<file path="src/rtl/kbd_pkg.sv">
// Shared types and constants for the calculator key matrix scanner.
// The keycode is the column index followed by the row within that column's group.
package kbd_pkg;

    localparam int NUM_COLS       = 11;
    localparam int LEFT_COLS      = 6;
    localparam int ROWS_PER_GROUP = 4;
    localparam int KEYCODE_W      = 6;
    localparam int COL_W          = 4;
    localparam int ROW_W          = 2;

    typedef enum logic [1:0] {
        ST_IDLE,
        ST_DRIVE,
        ST_EVAL
    } scan_state_t;

    typedef enum logic [1:0] {
        SCAN_NONE,
        SCAN_SINGLE,
        SCAN_MULTI
    } scan_class_t;

    function automatic logic [KEYCODE_W-1:0] make_keycode(input logic [COL_W-1:0] col,
                                                          input logic [ROW_W-1:0] row);
        return {col, row};
    endfunction

endpackage

</file>
<file path="src/rtl/kbd_debounce.sv">
// Debounces classified scan results into single key events and holds the
// most recent event in a one-entry buffer for the calculator core.
module kbd_debounce
    import kbd_pkg::*;
#(
    parameter int DEBOUNCE_SCANS = 4,
    parameter int RELEASE_SCANS  = 4
) (
    input  logic                 clk_in,
    input  logic                 reset_in,
    input  logic                 scan_eval,
    input  scan_class_t          scan_class,
    input  logic [KEYCODE_W-1:0] scan_code,
    input  logic                 key_ack_in,
    output logic                 key_valid_o,
    output logic [KEYCODE_W-1:0] key_code_o,
    output logic                 key_down_o,
    output logic                 key_lost_o
);

    localparam int MATCH_W = $clog2(DEBOUNCE_SCANS + 1);
    localparam int EMPTY_W = $clog2(RELEASE_SCANS + 1);

    logic [MATCH_W-1:0]   match_q, match_d;
    logic [EMPTY_W-1:0]   empty_q, empty_d;
    logic [KEYCODE_W-1:0] last_code_q, last_code_d;
    logic                 down_q, down_d;
    logic                 valid_q, valid_d;
    logic [KEYCODE_W-1:0] code_q, code_d;
    logic                 lost_q, lost_d;
    logic                 key_event;

    always_comb begin
        match_d     = match_q;
        empty_d     = empty_q;
        last_code_d = last_code_q;
        down_d      = down_q;
        key_event   = 1'b0;

        if (scan_eval) begin
            if (!down_q) begin
                if (scan_class == SCAN_SINGLE) begin
                    if (scan_code == last_code_q && match_q != '0) begin
                        if (match_q != MATCH_W'(DEBOUNCE_SCANS)) begin
                            match_d = match_q + 1'b1;
                        end
                    end else begin
                        match_d = MATCH_W'(1);
                    end
                    last_code_d = scan_code;
                    if (match_d == MATCH_W'(DEBOUNCE_SCANS)) begin
                        down_d    = 1'b1;
                        key_event = 1'b1;
                    end
                end else begin
                    match_d = '0;
                end
            end else begin
                // Any key activity while held restarts the release count.
                if (scan_class == SCAN_NONE) begin
                    if (empty_q == EMPTY_W'(RELEASE_SCANS - 1)) begin
                        down_d  = 1'b0;
                        empty_d = '0;
                        match_d = '0;
                    end else begin
                        empty_d = empty_q + 1'b1;
                    end
                end else begin
                    empty_d = '0;
                end
            end
        end
    end

    // An acknowledge in the same cycle as a new event frees the slot for it.
    always_comb begin
        valid_d = valid_q;
        code_d  = code_q;
        lost_d  = 1'b0;

        if (key_event) begin
            if (!valid_q || key_ack_in) begin
                valid_d = 1'b1;
                code_d  = scan_code;
            end else begin
                lost_d = 1'b1;
            end
        end else if (key_ack_in && valid_q) begin
            valid_d = 1'b0;
        end
    end

    always_ff @(posedge clk_in) begin
        if (reset_in) begin
            match_q     <= '0;
            empty_q     <= '0;
            last_code_q <= '0;
            down_q      <= 1'b0;
            valid_q     <= 1'b0;
            code_q      <= '0;
            lost_q      <= 1'b0;
        end else begin
            match_q     <= match_d;
            empty_q     <= empty_d;
            last_code_q <= last_code_d;
            down_q      <= down_d;
            valid_q     <= valid_d;
            code_q      <= code_d;
            lost_q      <= lost_d;
        end
    end

    assign key_valid_o = valid_q;
    assign key_code_o  = code_q;
    assign key_down_o  = down_q;
    assign key_lost_o  = lost_q;

endmodule

</file>
<file path="src/rtl/key_matrix_scanner.sv">
// Column sequencer for the calculator key matrix: drives one column at a time,
// samples its row group after settling, and hands each full scan to the debouncer.
//
//   state    | meaning
//   ---------+-----------------------------------------------------------
//   ST_IDLE  | no column driven, waiting for enable_in
//   ST_DRIVE | column col_q pulled low, settle counter running
//   ST_EVAL  | one cycle, all columns released, scan result classified
module key_matrix_scanner
    import kbd_pkg::*;
#(
    parameter int SETTLE_CYCLES  = 64,
    parameter int DEBOUNCE_SCANS = 4,
    parameter int RELEASE_SCANS  = 4
) (
    input  logic                 clk_in,
    input  logic                 reset_in,
    input  logic                 enable_in,
    output logic [NUM_COLS-1:0]  col_drv_o,
    input  logic [7:0]           rows_in,
    output logic                 key_valid_o,
    output logic [KEYCODE_W-1:0] key_code_o,
    input  logic                 key_ack_in,
    output logic                 key_down_o,
    output logic                 key_lost_o
);

    localparam int CNT_W = $clog2(SETTLE_CYCLES);

    scan_state_t          state_q, state_d;
    logic [COL_W-1:0]     col_q, col_d;
    logic [CNT_W-1:0]     settle_q, settle_d;
    logic [1:0]           hits_q, hits_d;
    logic [KEYCODE_W-1:0] hit_code_q, hit_code_d;

    logic [ROWS_PER_GROUP-1:0] group_low;
    logic [2:0]                low_cnt;
    logic [2:0]                hits_sum;
    logic [ROW_W-1:0]          low_row;
    logic                      settle_done;
    logic [NUM_COLS-1:0]       col_drv;
    scan_class_t               scan_class;

    assign settle_done = (settle_q == CNT_W'(SETTLE_CYCLES - 1));

    always_comb begin
        group_low = (col_q < COL_W'(LEFT_COLS)) ? ~rows_in[3:0] : ~rows_in[7:4];
        low_cnt   = 3'(group_low[0]) + 3'(group_low[1]) + 3'(group_low[2]) + 3'(group_low[3]);
        hits_sum  = {1'b0, hits_q} + low_cnt;
        low_row   = '0;
        for (int r = ROWS_PER_GROUP - 1; r >= 0; r--) begin
            if (group_low[r]) begin
                low_row = ROW_W'(r);
            end
        end
    end

    // hits_q saturates at 2: only "none", "exactly one" and "more" matter.
    always_comb begin
        state_d    = state_q;
        col_d      = col_q;
        settle_d   = settle_q;
        hits_d     = hits_q;
        hit_code_d = hit_code_q;
        col_drv    = '0;

        case (state_q)
            ST_IDLE: begin
                if (enable_in) begin
                    state_d  = ST_DRIVE;
                    col_d    = '0;
                    settle_d = '0;
                end
            end
            ST_DRIVE: begin
                col_drv[col_q] = 1'b1;
                if (settle_done) begin
                    settle_d = '0;
                    hits_d   = (hits_sum >= 3'd2) ? 2'd2 : hits_sum[1:0];
                    if (low_cnt == 3'd1) begin
                        hit_code_d = make_keycode(col_q, low_row);
                    end
                    if (col_q == COL_W'(NUM_COLS - 1)) begin
                        state_d = ST_EVAL;
                    end else begin
                        col_d = col_q + 1'b1;
                    end
                end else begin
                    settle_d = settle_q + 1'b1;
                end
            end
            ST_EVAL: begin
                hits_d     = '0;
                hit_code_d = '0;
                col_d      = '0;
                settle_d   = '0;
                state_d    = enable_in ? ST_DRIVE : ST_IDLE;
            end
            default: begin
                state_d = ST_IDLE;
            end
        endcase
    end

    always_ff @(posedge clk_in) begin
        if (reset_in) begin
            state_q    <= ST_IDLE;
            col_q      <= '0;
            settle_q   <= '0;
            hits_q     <= '0;
            hit_code_q <= '0;
        end else begin
            state_q    <= state_d;
            col_q      <= col_d;
            settle_q   <= settle_d;
            hits_q     <= hits_d;
            hit_code_q <= hit_code_d;
        end
    end

    always_comb begin
        case (hits_q)
            2'd0:    scan_class = SCAN_NONE;
            2'd1:    scan_class = SCAN_SINGLE;
            default: scan_class = SCAN_MULTI;
        endcase
    end

    assign col_drv_o = col_drv;

    kbd_debounce #(
        .DEBOUNCE_SCANS(DEBOUNCE_SCANS),
        .RELEASE_SCANS (RELEASE_SCANS)
    ) u_debounce (
        .clk_in     (clk_in),
        .reset_in   (reset_in),
        .scan_eval  (state_q == ST_EVAL),
        .scan_class (scan_class),
        .scan_code  (hit_code_q),
        .key_ack_in (key_ack_in),
        .key_valid_o(key_valid_o),
        .key_code_o (key_code_o),
        .key_down_o (key_down_o),
        .key_lost_o (key_lost_o)
    );

endmodule

</file>
<file path="config.mk">
export PLATFORM = sky130hd
export DESIGN_NAME = key_matrix_scanner
export DESIGN_NICKNAME = d
export VERILOG_FILES = /design/src/rtl/kbd_pkg.sv /design/src/rtl/kbd_debounce.sv /design/src/rtl/key_matrix_scanner.sv
export SDC_FILE = /design/constraint.sdc
export NUM_CORES = 1
export LEC_CHECK = 0
export ABC_AREA = 1
export CAP_MARGIN = 30
export CORE_MARGIN = 4
export CORE_UTILIZATION = 35
export CTS_CLUSTER_DIAMETER = 80
export DETAILED_ROUTE_END_ITERATION = 10
export GPL_TIMING_DRIVEN = 0
export PLACE_DENSITY = 0.67
export SYNTH_ARGS = -nofsm -noshare
export SYNTH_HDL_FRONTEND = slang
export SYNTH_SLANG_ARGS = --single-unit
</file>
<file path="constraint.sdc">
create_clock -name clk_in -period 5.5 [get_ports clk_in]
set_input_delay 0.55 -clock clk_in [delete_from_list [all_inputs] [get_ports clk_in]]
set_output_delay 0.55 -clock clk_in [all_outputs]
set_load 0.005 [all_outputs]
</file>
== Yosys cells after proc, flatten, opt, wreduce, memory -nomap -nowiden ==
Index checks and enable logic that the tools add are counted.

* Order comparisons: 4
* Reduce and logical (&&, ||, !) cells: 23
* Eq/ne operators: 19
* Bitwise logic cells: 4
* Mux-type cells: 49
* $add $sub $neg: 8

{| class="wikitable"
|+ Operators with widths
! kind !! count
|-
| $mux 3 || 11
|-
| $mux 6 || 4
|-
| $mux 2 || 9
|-
| $pmux 6 s3 || 1
|-
| $mux 4 || 4
|-
| $ne 2x2->1 const B || 8
|-
| $mux 1 || 13
|-
| $pmux 4 s3 || 1
|-
| $pmux 6 s2 || 1
|-
| $reduce_and 3->1 || 4
|-
| $mux 11 || 1
|-
| $reduce_and 2->1 || 5
|-
| $not 4->4 || 2
|-
| $pmux 2 s2 || 2
|-
| $add 3x1->3 const B || 2
|-
| $add 6x1->6 const B || 1
|-
| $eq 2x1->1 const B || 3
|-
| $eq 6x6->1 || 1
|-
| $eq 6x6->1 const B || 1
|-
| $logic_not 2->1 || 3
|-
| $pmux 2 s3 || 1
|-
| $reduce_bool 3->1 || 2
|-
| $lt 4x5->1 const B || 1
|-
| $add 4x1->4 const B || 1
|-
| 21 further kinds || 25
|}

* Register bits after elaboration: 41
* Input port bits: 12

== Longest topological paths before layout ==
* Depth after elaboration: 13
* Mapped depth: 20
* Gate-level depth less buffers: 20

== Modules after synthesis ==
Synthesis repeated with hierarchy kept, for this count alone.

* Cells, all modules: 360
* Area total of the unflattened synthesis: 2,416.1 µm²

{| class="wikitable"
|+ By module, submodules not included
! module !! area each (µm²) !! cells an instance !! sequential area each (µm²) !! times used
|-
| key_matrix_scanner || 1,355.0 || 209 || 400.4 || 1
|-
| kbd_debounce || 1,061.0 || 151 || 420.4 || 1
|}

== Worst setup path after synthesis ==
No wires, ideal clock.

* Kind: register to register
* Start point: register col_q[3]
* End point: register hits_q[0]
* Buffers on the path: 0
* Clock period less this slack: 2.823 ns
* Library setup time: 0.070 ns
* Slack: 2.677 ns
* Stages on the path, launching flop included: 16
* Arrival: 2.753 ns
* Cell sequence: dfxtp_1 inv_1 nand2_1 o21ai_0 nand2_1 nand2_1 inv_1 ha_1 ha_1 ha_1 inv_1 fa_1 nand2_1 nor4_1 nand2_1 a21oi_1

* Word-level cells in the longest chain between the ends: 10

{| class="wikitable"
|+ RTL lines
! element !! RTL line !! text
|-
| start, declared || key_matrix_scanner.sv:31 || <nowiki>logic [COL_W-1:0] col_q, col_d;</nowiki>
|-
| start signal, assigned || key_matrix_scanner.sv:114 || <nowiki>col_q <= col_d;</nowiki>
|-
| $lt 4x3->1 (*) || key_matrix_scanner.sv:47 || <nowiki>group_low = (col_q < COL_W'(LEFT_COLS)) ? ~rows_in[3:0] : ~rows_in[7:4];</nowiki>
|-
| $mux 4 (*) || key_matrix_scanner.sv:47 ||
|-
| $add 1x1->2 || key_matrix_scanner.sv:48 || <nowiki>low_cnt = 3'(group_low[0]) + 3'(group_low[1]) + 3'(group_low[2]) + 3'(group_low[3]);</nowiki>
|-
| $add 2x1->3 || key_matrix_scanner.sv:48 ||
|-
| $add 3x1->3 (*) || key_matrix_scanner.sv:48 ||
|-
| $add 2x3->3 (*) || key_matrix_scanner.sv:49 || <nowiki>hits_sum = {1'b0, hits_q} + low_cnt;</nowiki>
|-
| $ge 3x2->1 || key_matrix_scanner.sv:79 || <nowiki>hits_d = (hits_sum >= 3'd2) ? 2'd2 : hits_sum[1:0];</nowiki>
|-
| $mux 2 (*) || key_matrix_scanner.sv:79 ||
|-
| $mux 2 (*) || key_matrix_scanner.sv:77 || <nowiki>if (settle_done) begin</nowiki>
|-
| $pmux 2 s2 (*) || key_matrix_scanner.sv:67 || <nowiki>case (state_q)</nowiki>
|-
| end signal, assigned || key_matrix_scanner.sv:116 || <nowiki>hits_q <= hits_d;</nowiki>
|-
| end, declared || key_matrix_scanner.sv:33 || <nowiki>logic [1:0] hits_q, hits_d;</nowiki>
|}

Every way passes the cells marked *; elsewhere a longest branch is shown, timed or not. The select of a mux whose other input is x is not followed.
A chain may end at the register's enable or synchronous reset.

== Final worst setup path ==
* Start point: input port rows_in[4]
* End point: register hits_q[0]

* Word-level cells in the longest chain between the ends: 10

{| class="wikitable"
|+ RTL lines
! element !! RTL line !! text
|-
| start, declared || key_matrix_scanner.sv:20 || <nowiki>input logic [7:0] rows_in,</nowiki>
|-
| $not 4->4 (*) || key_matrix_scanner.sv:47 ||
|-
| $mux 4 (*) || key_matrix_scanner.sv:47 ||
|-
| $add 1x1->2 (*) || key_matrix_scanner.sv:48 ||
|-
| $add 2x1->3 (*) || key_matrix_scanner.sv:48 ||
|-
| $add 3x1->3 (*) || key_matrix_scanner.sv:48 ||
|-
| $add 2x3->3 (*) || key_matrix_scanner.sv:49 ||
|-
| $ge 3x2->1 || key_matrix_scanner.sv:79 ||
|-
| $mux 2 (*) || key_matrix_scanner.sv:79 ||
|-
| $mux 2 (*) || key_matrix_scanner.sv:77 ||
|-
| $pmux 2 s2 (*) || key_matrix_scanner.sv:67 ||
|}

Marks and branches as above.

==> run_results.csv <==
group,metric,value,unit
worst_hold_path,holdPathEnd,"u_debounce.empty_q[2]",
worst_setup_path,cp_top_family,"adder cells",
power_and_ir_drop,p_leak,1.19,nW
synthesis,ys.flop_type,"dfxtp_1",
worst_setup_path,rrSetupSlack,2.31,ns
power_and_ir_drop,pwr-share-comb,0.083,
layout,final_util,0.444,
clock_network,path_clk_slew,0.08,ns
power_and_ir_drop,p_int,450,uW
worst_setup_path,timing.rr.end,"hits_q[0]",
worst_hold_path,hold_path_class,"register to register",
floorplanning,die-area,8010,um^2
floorplanning,rows,29,
route,drcViolationCount,0,
synthesis,synthSimpleGateAreaFrac,0.314,
worst_setup_path,crit_type,"input pin to register",
clock_network,clock_latency,0.30,ns
clock_network,cts_tree,"yes",
layout,drive_gt1_frac,0.103,
timing,period_share,0.582,
synthesis,synth_edf_count,0,
route,firstDrtPassIters,4,
floorplanning,die_x,89.5,um
worst_setup_path,critical_path_peak_fanout,3,
worst_setup_path,critPathSlowestCell,"fa_1",
layout,area_growth,22.0,%
synthesis,synth_area_per_cell,6.84,um^2
synthesis,synthesis.nets,365,
route,ant_nets,0,
global_route,grt_overflow,0,
clock_network,cts_root_buffer,"clkbuf_8",
synthesis,synth_top_family_by_area,"simple AND/OR/NAND/NOR gates",
placed_design,numPortBuffers,31,
synthesis,synth_common_cells,"nand2_1 (80), inv_1 (48), dfxtp_1 (41)",
synthesis,synth-seq-cells,41,
flow_run,timing.max_cap.violations,0,
floorplanning,start_util,0.364,
synthesis,synthMuxAreaShare,0,
synthesis,synth_top_area_cell,"dfxtp_1",
worst_setup_path,crit_start,"rows_in[4]",
synthesis,synth_top_area_frac,0.353,
layout,diodes,0,
worst_setup_path,regToRegStartpoint,"col_q[3]",
route,drt-vias-per-instance,4.71,
power_and_ir_drop,power.density,207,nW/um^2
synthesis,yosysMostFrequentCell,"nand2_1",
synthesis,synth_area,2320,um^2
synthesis,synth_cells,340,
worst_setup_path,critPathBufInv,5,
timing,setup_violations,0,
synthesis,synth_compound_area_frac,0.139,
route,wl_per_cell,11.2,um
power_and_ir_drop,seqPwrFrac,0.514,
worst_setup_path,worst-endpoint-arrival,3.43,ns
global_route,track_usage,0.140,
power_and_ir_drop,switching_power,136,uW
synthesis,yosys.area_share.adder,0.0732,
clock_network,post_cts_resized,0,
synthesis,ys_types,35,
global_route,grt_max_degree,13,
worst_setup_path,worst_setup_path_start_kind,"input pin",
synthesis,synth_area_leaders,"dfxtp_1 (35%), nand2_1 (13%), inv_1 (7.8%)",
timing,hold_viol_final,0,
timing,finalSetupTns,0,ns
timing,timing.fmax,312,MHz
worst_setup_path,r2r_cells,15,
floorplanning,pin_count,32,
route,first_iter_violations,102,
clock_network,cts_sinks,41,
timing,maxSlewHeadroom,0.620,
global_route,grt_pass1_vias,2032,
power_and_ir_drop,swShare,0.232,
global_route,grt_pass1_wl,8.80,mm
route,num_vias,2142,
status,status,"complete, no violations",
timing,tightest_slew,0.570,ns
placed_design,gp_congestion,0.917,
synthesis,ys_warn_count,0,
worst_setup_path,required,5.73,ns
timing,drv_slew,0,
power_and_ir_drop,p_clk_frac,0.403,
route,finalWirelength,5.09,mm
worst_hold_path,hold_depth,2,
synthesis,yosysSeqAreaShare,0.353,
clock_network,post-cts-setup-buffers,0,
synthesis,synthXorXnorAreaFrac,0.00753,
layout,layout.nets,403,
worst_hold_path,min-delay-start,"u_debounce.empty_q[2]",
global_route,grt_antenna_before_repair,0,
clock_network,cts_buffers,5,
timing,finClkSkew,0.00678,ns
placed_design,dpl.hpwl,3.97,mm
worst_setup_path,critPathCaptureType,"register",
clock_network,h-tree-depth,2,
worst_setup_path,slowest_delay,0.51,ns
worst_setup_path,cp_cell_sequence,"clkdlybuf4s50_1 > inv_1 > nand2_1 > o21ai_0 > nor2_1 > inv_1 > nand2_1 > inv_1 > ha_1 > ha_1 > ha_1 > inv_1 > fa_1 > nand2_1 > nor4_1 > nand2_1 > a21oi_1",
clock_network,hold_buffers,0,
synthesis,async_flop_share,0,
timing,rsz0062_at_grt,"no",
timing,period_minus_slack,3.20,ns
floorplanning,core,6390,um^2
power_and_ir_drop,ir_drop,0.0000880,V
clock_network,clockBufferDepth,2,
floorplanning,die_h,89.5,um
## per-stage QoR
stage	cell area, um^2	hold slack (ns)	std cells	setup slack (ns)	power [mW]
6_report	2840	0.446	455	2.30	0.586
5_1_grt	2840	0.484	455	2.04	0.612
4_1_cts	2840	0.446	455	2.30	0.591
3_5_place_dp	2730	0.434	448	2.01	0.356
3_3_place_gp	2730	0.433	448	2.09	0.355
2_1_floorplan	2320	0.420	340	2.68	0.337
## worst min-delay path: stages (launching register included)
cell	delay, ns
dfxtp_1	0.31
nand2_1	0.06
a21oi_1	0.03
## registers in the layout (all words and copies together), names as in the netlist
signal,count
u_debounce.key_code_o,6
u_debounce.key_lost_o,1
hits_q,2
u_debounce.empty_q,3
state_q,2
u_debounce.match_q,3
col_q,4
u_debounce.key_valid_o,1
hit_code_q,6
u_debounce.last_code_q,6
settle_q,6
u_debounce.key_down_o,1
## cell families after synthesis
logic type | Yosys count
simple gates | 160
buf+inv | 65
compound gates | 59
flops | 41
fa+ha+maj | 13
xor+xnor | 2
## per-layer routing
layer  vias to the layer above  wire, um  GRT usage
met4                         0        81     0.0528
met5                         -         0          0
met2                        32      2370      0.239
met3                         8       178     0.0249
met1                       954      2470      0.175
li1                       1148         -          -
## power by group through the flow
| stage | Combinational, mW | Sequential [mW] | Clock (mW) |
|---|---|---|---|
| 5_1_grt | 0.0552 | 0.301 | 0.255 |
| 6_report | 0.0487 | 0.301 | 0.236 |
| 4_1_cts | 0.0489 | 0.301 | 0.242 |
| 3_5_place_dp | 0.0485 | 0.308 | 0 |
| 3_3_place_gp | 0.0478 | 0.308 | 0 |
| 2_1_floorplan | 0.0299 | 0.307 | 0 |
## worst max-delay path by stage
stage | to | slack [ns] | cells after the start
2_1_floorplan | hits_q[0] | 2.68 | 15
3_3_place_gp | hits_q[0] | 2.09 | 17
3_5_place_dp | hits_q[0] | 2.01 | 17
4_1_cts | hits_q[0] | 2.30 | 17
5_1_grt | hits_q[0] | 2.04 | 15
6_report | hits_q[0] | 2.30 | 17
## cells in the final DEF, fill, tap and decap left out, drive strengths merged, types with 2 or more instances in the layout
cell | synthesis | routed
ha | 12 | 12
buf | 2 | 2
clkbuf | 4 | 9
nor3 | 5 | 5
inv | 59 | 59
a21oi | 26 | 26
a211oi | 3 | 3
o21ai | 25 | 25
nor2 | 45 | 45
clkdlybuf4s50 | 0 | 31
nand2 | 87 | 87
dfxtp | 41 | 41
nand4 | 3 | 3
nand3 | 18 | 18
## cell type report
| type | instances | area [um^2] |
|---|---|---|
| well taps | 77 | 96.3 |
| fillers | 669 | 3550 |
| plain buffers | 6 | 41.3 |
| flip-flops and latches | 41 | 821 |
| clock inverters | 2 | 35.0 |
| multi-input cells | 234 | 1240 |
| inverters | 59 | 221 |
| repair buffers | 31 | 310 |
| clock buffers | 5 | 68.8 |
Note: power is estimated with default switching activity, not from simulation.
